==> config.mk <==
export PLATFORM = sky130hd
export DESIGN_NAME = chunk_head_masked
export DESIGN_NICKNAME = d
export VERILOG_FILES = /design/src/rtl/chunk_head_masked.sv
export SDC_FILE = /design/constraint.sdc
export NUM_CORES = 1
export LEC_CHECK = 0
export ABC_AREA = 0
export CORE_ASPECT_RATIO = 0.75
export CORE_MARGIN = 2
export CORE_UTILIZATION = 45
export DETAILED_ROUTE_END_ITERATION = 10
export PLACE_DENSITY = 0.79
export SLEW_MARGIN = 10
export SYNTH_ARGS = -nofsm -noshare
export SYNTH_HDL_FRONTEND = slang
export SYNTH_SLANG_ARGS = --single-unit
export TNS_END_PERCENT = 1
==> constraint.sdc <==
create_clock -name i_clk -period 16.1 [get_ports i_clk]
set_clock_uncertainty 0.2 [all_clocks]
set_input_delay 1.61 -clock i_clk [delete_from_list [all_inputs] [get_ports i_clk]]
set_output_delay 1.61 -clock i_clk [all_outputs]
set_load 0.03 [all_outputs]
==> src/rtl/chunk_head_masked.sv <==
// chunk_head_masked: per accepted (bofs,aofs) tuple, walks the enabled config ids
// in [i_beg, i_end) and emits one memory offset vector per id, one per cycle when
// downstream accepts back-to-back.
// Optional feature: define CHUNK_HEAD_SKIP_EN to add i_skip_cfg / i_from_side / o_skip.
//
// Handshake (both sides): a transfer happens on a clock edge where rdy && ack.
// rdy never drops without ack. The producer holds data stable while rdy is high.
// i_abofs_ack is combinational and pulses in the cycle the tuple is finished.
// Output data o_mofs/o_id/o_last is registered and holds while o_mofs_rdy && !o_mofs_ack.
module chunk_head_masked #(
    parameter int BW      = 16,
    parameter int VDIM    = 2,
    parameter int DIM     = 4,
    parameter int N_ICFG  = 4,
    parameter int SF_BW   = 4,
    parameter int SS_BW   = 3,
    parameter int ICFG_BW = $clog2(N_ICFG + 1),
    parameter int DIM_BW  = $clog2(DIM)
) (
    input  logic                                        i_clk,
    input  logic                                        i_rst,
    input  logic                                        i_abofs_rdy,
    output logic                                        i_abofs_ack,
    input  logic [VDIM-1:0][BW-1:0]                     i_bofs,
    input  logic [VDIM-1:0][BW-1:0]                     i_aofs,
    input  logic [ICFG_BW-1:0]                          i_beg,
    input  logic [ICFG_BW-1:0]                          i_end,
    input  logic [N_ICFG-1:0]                           i_id_mask,
    input  logic [N_ICFG-1:0][DIM-1:0][BW-1:0]          i_global_mofs,
    input  logic [N_ICFG-1:0][VDIM-1:0][DIM_BW-1:0]     i_bshufs,
    input  logic [N_ICFG-1:0][VDIM-1:0][DIM_BW-1:0]     i_ashufs,
    input  logic [N_ICFG-1:0][VDIM-1:0][SF_BW-1:0]      i_bstr_frac,
    input  logic [N_ICFG-1:0][VDIM-1:0][SF_BW-1:0]      i_astr_frac,
    input  logic [N_ICFG-1:0][VDIM-1:0][SS_BW-1:0]      i_bstr_shamt,
    input  logic [N_ICFG-1:0][VDIM-1:0][SS_BW-1:0]      i_astr_shamt,
`ifdef CHUNK_HEAD_SKIP_EN
    input  logic [N_ICFG-1:0]                           i_skip_cfg,
    input  logic                                        i_from_side,
    output logic                                        o_skip,
`endif
    output logic                                        o_mofs_rdy,
    input  logic                                        o_mofs_ack,
    output logic [DIM-1:0][BW-1:0]                      o_mofs,
    output logic [ICFG_BW-1:0]                          o_id,
    output logic                                        o_last,
    output logic                                        o_dbg_state
);

    typedef enum logic {
        IDLE = 1'b0,
        RUN  = 1'b1
    } state_t;

    state_t                  state_q, state_d;
    logic [ICFG_BW-1:0]      id_q, id_d;
    logic                    last_q, last_d;
    logic [DIM-1:0][BW-1:0]  mofs_q, mofs_d;
`ifdef CHUNK_HEAD_SKIP_EN
    logic                    skip_q, skip_d;
`endif

    logic                    load;
    logic [ICFG_BW-1:0]      load_id;
    logic [ICFG_BW:0]        first_hit;   // {found, id}
    logic [ICFG_BW:0]        after_hit;
    logic [ICFG_BW:0]        follow_hit;
    logic [DIM-1:0][BW-1:0]  calc_mofs;

    // Smallest enabled id q with p <= q < end_id; MSB of the result is the found flag.
    // Scanning from the top down lets the lowest match overwrite the others.
    function automatic logic [ICFG_BW:0] find_next(
        input logic [ICFG_BW-1:0] p,
        input logic [ICFG_BW-1:0] end_id,
        input logic [N_ICFG-1:0]  mask
    );
        logic [ICFG_BW:0]   res;
        logic [ICFG_BW-1:0] qv;
        res = '0;
        for (int q = N_ICFG - 1; q >= 0; q--) begin
            qv = ICFG_BW'(q);
            if (qv >= p && qv < end_id && mask[q]) begin
                res = {1'b1, qv};
            end
        end
        return res;
    endfunction

    assign first_hit  = find_next(i_beg, i_end, i_id_mask);
    assign after_hit  = find_next(id_q + ICFG_BW'(1), i_end, i_id_mask);
    assign follow_hit = find_next(load_id + ICFG_BW'(1), i_end, i_id_mask);

    // Handshake decision: next state, tuple ack, and which id (if any) to load.
    always_comb begin
        state_d     = state_q;
        i_abofs_ack = 1'b0;
        load        = 1'b0;
        load_id     = '0;
        case (state_q)
            IDLE: begin
                if (i_abofs_rdy) begin
                    if (!first_hit[ICFG_BW]) begin
                        // Nothing enabled in range: consume the tuple without output.
                        i_abofs_ack = 1'b1;
                    end else begin
                        load    = 1'b1;
                        load_id = first_hit[ICFG_BW-1:0];
                        state_d = RUN;
                    end
                end
            end
            RUN: begin
                if (o_mofs_ack) begin
                    if (last_q) begin
                        i_abofs_ack = 1'b1;
                        state_d     = IDLE;
                    end else begin
                        load    = 1'b1;
                        load_id = after_hit[ICFG_BW-1:0];
                    end
                end
            end
            default: state_d = IDLE;
        endcase
    end

    // Offset arithmetic for load_id: base plus shuffled, strided block/alu terms, all mod 2^BW.
    always_comb begin
        logic [DIM-1:0][BW-1:0]           gm;
        logic [VDIM-1:0][DIM_BW-1:0]      bshuf, ashuf;
        logic [VDIM-1:0][SF_BW-1:0]       bfrac, afrac;
        logic [VDIM-1:0][SS_BW-1:0]       bsh, ash;
        logic [BW-1:0]                    term;
        gm    = '0;
        bshuf = '0;
        ashuf = '0;
        bfrac = '0;
        afrac = '0;
        bsh   = '0;
        ash   = '0;
        term  = '0;
        // Config select as a compare mux so the id width need not match the array depth.
        for (int k = 0; k < N_ICFG; k++) begin
            if (load_id == ICFG_BW'(k)) begin
                gm    = i_global_mofs[k];
                bshuf = i_bshufs[k];
                ashuf = i_ashufs[k];
                bfrac = i_bstr_frac[k];
                afrac = i_astr_frac[k];
                bsh   = i_bstr_shamt[k];
                ash   = i_astr_shamt[k];
            end
        end
        calc_mofs = gm;
        // A shuffle value with no matching dim (>= DIM) simply never matches and adds nothing.
        for (int d = 0; d < DIM; d++) begin
            for (int v = 0; v < VDIM; v++) begin
                if (bshuf[v] == DIM_BW'(d)) begin
                    term         = i_bofs[v] * BW'(bfrac[v]);
                    term         = term << bsh[v];
                    calc_mofs[d] = calc_mofs[d] + term;
                end
                if (ashuf[v] == DIM_BW'(d)) begin
                    term         = i_aofs[v] * BW'(afrac[v]);
                    term         = term << ash[v];
                    calc_mofs[d] = calc_mofs[d] + term;
                end
            end
        end
    end

    // Output register next values: load a new vector or hold.
    always_comb begin
        id_d   = id_q;
        last_d = last_q;
        mofs_d = mofs_q;
`ifdef CHUNK_HEAD_SKIP_EN
        skip_d = skip_q;
`endif
        if (load) begin
            id_d   = load_id;
            last_d = !follow_hit[ICFG_BW];
            mofs_d = calc_mofs;
`ifdef CHUNK_HEAD_SKIP_EN
            skip_d = 1'b0;
            for (int k = 0; k < N_ICFG; k++) begin
                if (load_id == ICFG_BW'(k)) begin
                    skip_d = i_skip_cfg[k] && i_from_side;
                end
            end
`endif
        end
    end

    // State and output registers; async reset drops any partial tuple.
    always_ff @(posedge i_clk or negedge i_rst) begin
        if (!i_rst) begin
            state_q <= IDLE;
            id_q    <= '0;
            last_q  <= 1'b0;
            mofs_q  <= '0;
`ifdef CHUNK_HEAD_SKIP_EN
            skip_q  <= 1'b0;
`endif
        end else begin
            state_q <= state_d;
            id_q    <= id_d;
            last_q  <= last_d;
            mofs_q  <= mofs_d;
`ifdef CHUNK_HEAD_SKIP_EN
            skip_q  <= skip_d;
`endif
        end
    end

    assign o_mofs_rdy  = (state_q == RUN);
    assign o_mofs      = mofs_q;
    assign o_id        = id_q;
    assign o_last      = last_q;
    assign o_dbg_state = state_q;
`ifdef CHUNK_HEAD_SKIP_EN
    assign o_skip      = skip_q;
`endif

endmodule

# Word-level counts from Yosys, hierarchy flattened
# Cells that the tools add are included.
# classes
add_sub_neg	18
n_mul	4
div_mod_pow	0
n_lt_le_gt_ge	16
eq_ne	15
shift	4
mux	73
bitwise	1
reduce_logical	30
# op_table
op	count
$add 16x16->16	16
$mux 16	16
$mux 64	4
$mul 16x4->16	4
$mux 4	16
$mux 8	8
$shl 16x3->16	4
$mux 6	8
$logic_and 1x1->1	24
$mux 3	7
$ge 1x3->1 const A	6
$ge 2x3->1 const A	6
$eq 2x2->1 const B	8
$mux 1	9
$eq 2x1->1 const B	4
$logic_not 2->1	4
$add 3x1->3 const B	2
$eq 3x2->1 const B	2
$lt 1x3->1 const A	2
$lt 2x3->1 const A	2
$pmux 1 s2	3
$pmux 3 s2	1
$eq 3x1->1 const B	1
$logic_not 3->1	1
3 further kinds	3
# totals
regBits	69
latch_bits	0
ramBits	0
rom_bits	0
in_bits	478
output_inout_bits	71
word_cells	168
mem_count	0

# Depth between registers and ports, before layout
# logic_depth
word_depth	26
depth_mapped	58
mapped_depth_nobuf	50

# Worst setup path before layout
# No wires, ideal clock.
# synth_path
path_kind	input port to flip-flop
from	input i_beg[2]
to	register mofs_q, in the netlist o_mofs[14]
setup_ns	0.137
t_arrival_ns	14.092
t_required_ns	15.763
slack_ns	1.671
stages	51
path_buffers	10
cell_sequence	or3b_1 > o32ai_2 > buf_2 > buf_2 > buf_2 > buf_2 > buf_1 > clkbuf_1 > buf_2 > buf_1 > clkbuf_1 > a31oi_1 > clkbuf_1 > nand2_1 > fa_1 > inv_1 > fa_1 > ha_1 > [... 15 more ...] > xnor2_1 > nor2_1 > a21oi_1 > ha_1 > o41ai_1 > nor4_1 > nor3_1 > nand3_1 > o41a_1 > and2_4 > ha_1 > nor2b_1 > or3b_2 > a21oi_1 > a2111oi_2 > xnor2_1 > mux2i_1 > a21oi_1
# synth_via
elab_chain_cells	25
word_cells_on_any_way	74
classes_between	add/sub: 4; mul: 4; order compare: 4; eq/ne: 3; shift: 4; mux: 42; reduce/logical: 13
# synth_lines
element	line_no	source
from (decl)	26	input logic [ICFG_BW-1:0] i_beg,
$ge 2x3->1	81	if (qv >= p && qv < end_id && mask[q]) begin
$logic_and 1x1->1 (2 in series)	81	
$mux 4 (3 in series)	81	
$mux 4 (*)	81	
$mux 3	101	if (!first_hit[ICFG_BW]) begin
$mux 3	100	if (i_abofs_rdy) begin
$pmux 3 s2	98	case (state_q)
$logic_not 3->1	143	if (load_id == ICFG_BW'(k)) begin
[... 6 more ...]	--	
$add 16x16->16	160	calc_mofs[d] = calc_mofs[d] + term;
$mux 16	157	if (bshuf[v] == DIM_BW'(d)) begin
$add 16x16->16	165	calc_mofs[d] = calc_mofs[d] + term;
$mux 16	162	if (ashuf[v] == DIM_BW'(d)) begin
$add 16x16->16	160	
$mux 16	157	
$add 16x16->16	165	
$mux 16	162	
to (signal assigned)	208	mofs_q <= mofs_d;
to (decl)	57	logic [DIM-1:0][BW-1:0] mofs_q, mofs_d;
# Mark *: on every way between the ends. The rest lies on a longest branch, timed or not.
# A chain may end at the register's enable or synchronous reset.

# Final worst setup path
# layout_path
from	input i_end[2]
to	register mofs_q, in the netlist o_mofs[14]
# layout_via
elab_chain_cells	25
word_cells_on_any_way	88
classes_between	add/sub: 4; mul: 4; order compare: 4; eq/ne: 3; shift: 4; mux: 48; reduce/logical: 21
# layout_lines
element	line_no	source
from (decl)	27	input logic [ICFG_BW-1:0] i_end,
$lt 2x3->1	81	
$logic_and 1x1->1 (2 in series)	81	
$mux 2 / $mux 4 (equally long branches)	81	
$mux 3 / $mux 4 (equally long branches) (3 in series)	81	
$mux 3 (on tied branches)	113, 101	
$mux 3 (on tied branches)	112, 100	
$pmux 3 s2	98	
$logic_not 3->1	143	
[... 6 more ...]	--	
$add 16x16->16	160	
$mux 16	157	
$add 16x16->16	165	
$mux 16	162	
$add 16x16->16	160	
$mux 16	157	
$add 16x16->16	165	
$mux 16	162	
# Parallel ways exist; a longest one is shown, timed or not.

==> run summary <==
Height of the die -> 212 um
GRT overflow -> 0
Vias in the first global route -> 26.1k
Final hold vios -> 0
Final Max Tran Viols -> 0
CP arrival -> 14820 ps
Worst Hold Class -> flip-flop to flip-flop
Detail Route Antenna Nets -> 0
Clock-pin slew on the worst setup and hold paths -> 70 ps
Boundary Pins -> 549
Syn_nets -> 4594
Top cell type's share of synthesized area -> 0.147
Routed WL -> 93500 um
Area grow syn2layout -> 25.1%
Max incr delay on CP -> 860 ps
Max-Cap Viols -> 0
Async set-reset flop share out of synthesis -> 1.00
Headroom to the max-slew limit -> 0.0874
Most frequent cell after synthesis -> nand2_1
Flop2flop setup slack -> 2600 ps
CTS tree -> yes
Final setup violating endpoints -> 0
Post-CTS Hold Buffers -> 0
Vias -> 27.8k
Post-synth EDFFs -> 0
#FFs+latches synth -> 68
Post-synthesis cell count -> 3694
Avg Vias per Cell -> 5.65
RR Endpoint -> o_mofs[14]
Hold Path Sink -> o_mofs[59]
H-tree lvl count -> 3
Worst-case reg-to-reg path depth -> 43
Nets -> 5033
Slowest CP cell -> a31oi_1
Fmax -> 67.7 MHz
Die ar. -> 59800 um^2
Starting Density -> 0.454
Antenna violations before repair -> 5
RSZ-0062 raised after global routing -> false
Final core utilization -> 0.569
Site row count -> 76
Core box area -> 57200 um^2
Crit Path Max Fanout -> 38
GRT Overall Usage -> 0.303
Post-layout min period -> 14780 ps
Clk sinks -> 68
Wire per inst -> 19.0 um
Largest net degree at the start of global routing -> 146
Seq/Total Area, Yosys -> 0.0654
First-pass GRT wire length -> 143000 um
Period utilization -> 0.918
Synth Warn # -> 0
Hpwl dp -> 78700 um
Synth unique cells -> 94
Total CTS buffers -> 9
Top post-synthesis cells by area -> ha_1 (15%), nand2_1 (11%), fa_1 (8.9%)
First DRT Iteration DRCs -> 2526
Synth top cells by count -> nand2_1 (730), ha_1 (306), a21oi_1 (302)
Hold path cells -> 2
Drt drc -> 0
Synth area leader -> ha_1
Cell area after synthesis -> 26000 um^2
Worst Setup SP -> i_end[2]
Worst-skew pair later-pin latency -> 360 ps
Worst r2r src -> o_id[0]
Startpoint Class -> input pin
Hold path start -> o_mofs[59]
Clock root buffer -> clkbuf_16
CP Class -> input pin to flip-flop
Synth Area per Inst -> 7.04 um^2
Predominant post-synthesis flop cell -> dfrtp_1
Share of layout cells above drive strength 1 -> 0.0437
Slew of the pin with the lowest slew margin -> 1350 ps
Fillers -> 5387
CTS Buffer Depth -> 2
Critical Path End Type -> flip-flop
Outcome -> finished, final reports clean
IO buf count -> 547
Crit-path leading delay family -> compound AO/OA/AOI/OAI gates
Die width -> 282 um
Final TNS setup -> 0 ps
Worst path bufs/invs -> 3
Worst EP required -> 16140 ps
TritonRoute pass-1 iters -> 6
Placer Congestion -> 0.977
sequential cells by signal (all words and copies together) (netlist names):
| register | count |
|---|---|
| o_id | 2 |
| o_mofs | 64 |
| o_last | 1 |
| o_dbg_state | 1 |
worst register-to-register path, delay by kind of cell (launching register included):
family | cells | cell delay, ps
AO/OA/AOI/OAI | 15 | 5350
AND/OR/NAND/NOR | 12 | 2370
adder cells (fa/ha/maj) | 6 | 2290
multiplexers | 4 | 1710
XOR/XNOR | 4 | 610
flip-flops | 1 | 470
buffers and inverters | 2 | 360
cells in the final DEF, fill, tap and decap left out, types with 33 or more instances in the layout:
master,instances
and3_1,92
nor2_1,262
ha_1,306
a211oi_1,36
o21ai_0,183
inv_1,286
nor2b_1,33
mux2i_1,108
and2_1,109
a21o_1,73
mux2_2,68
o21bai_1,62
fa_1,116
buf_4,38
clkdlybuf4s50_1,546
a21oi_1,302
nand2_1,729
xnor2_1,191
nand3_1,56
dfrtp_1,68
xor2_1,62
a31oi_1,87
cell type report:
type / instances / area [um^2] / area share
Clock buffer: 10 / 229 / 0.00703
Tap cell: 780 / 976 / 0.0300
Multi-Input combinational cell: 3181 / 22700 / 0.696
Inverter: 287 / 1080 / 0.0331
Antenna cell: 6 / 15.0 / 0.000461
Sequential cell: 68 / 1700 / 0.0523
Clock inverter: 6 / 113 / 0.00346
Timing Repair Buffer: 586 / 5780 / 0.177
per-stage QoR:
stage	std cells	hold WS (ps)	area, um^2	setup slack [ps]
floorplan	3694	459	26000	1670
global placement	4902	293	32200	1400
detailed placement	4902	301	32200	975
CTS	4918	314	32500	1320
global route	4923	330	32500	369
finish	4924	308	32500	1320
cells by family (layout without fill, tap and decap cells):
logic type,Yosys count,in the layout,synth area share
and+or+nand+nor,1389,1389,0.237
AOI/OAI and AO/OA,917,917,0.222
buffers and inverters,445,889,0.0660
adders and majority gates,422,422,0.236
xor gates and xnor gates,262,262,0.0930
muxes,190,190,0.0798
DFF,68,68,0.0654
other,1,7,0.000144
worst max-delay path by stage:
stage / to / slack, ps / cells after the start
final: o_mofs[14] / 1320 / 44
after global routing: o_mofs[14] / 370 / 44
after CTS: o_mofs[14] / 1320 / 44
after detailed placement: o_mofs[14] / 980 / 44
after global placement: o_mofs[14] / 1400 / 43
after floorplan: o_mofs[14] / 1670 / 51
per-layer routing:
layer,up-vias,track usage,part of all wire
li1,13600,-,-
met1,12900,0.413,0.44
met2,1154,0.493,0.44
met3,138,0.0498,0.087
met4,0,0.0901,0.031
met5,-,0,0
repair_timing:
item	4_1_cts	5_1_grt
resized for setup	0	1
setup endpoints to repair	0	1
setup buffers	0	0
Power is left out: the tool's default activity adds up to more than one toggle a clock period on the data nets, which glitch-free logic cannot reach.
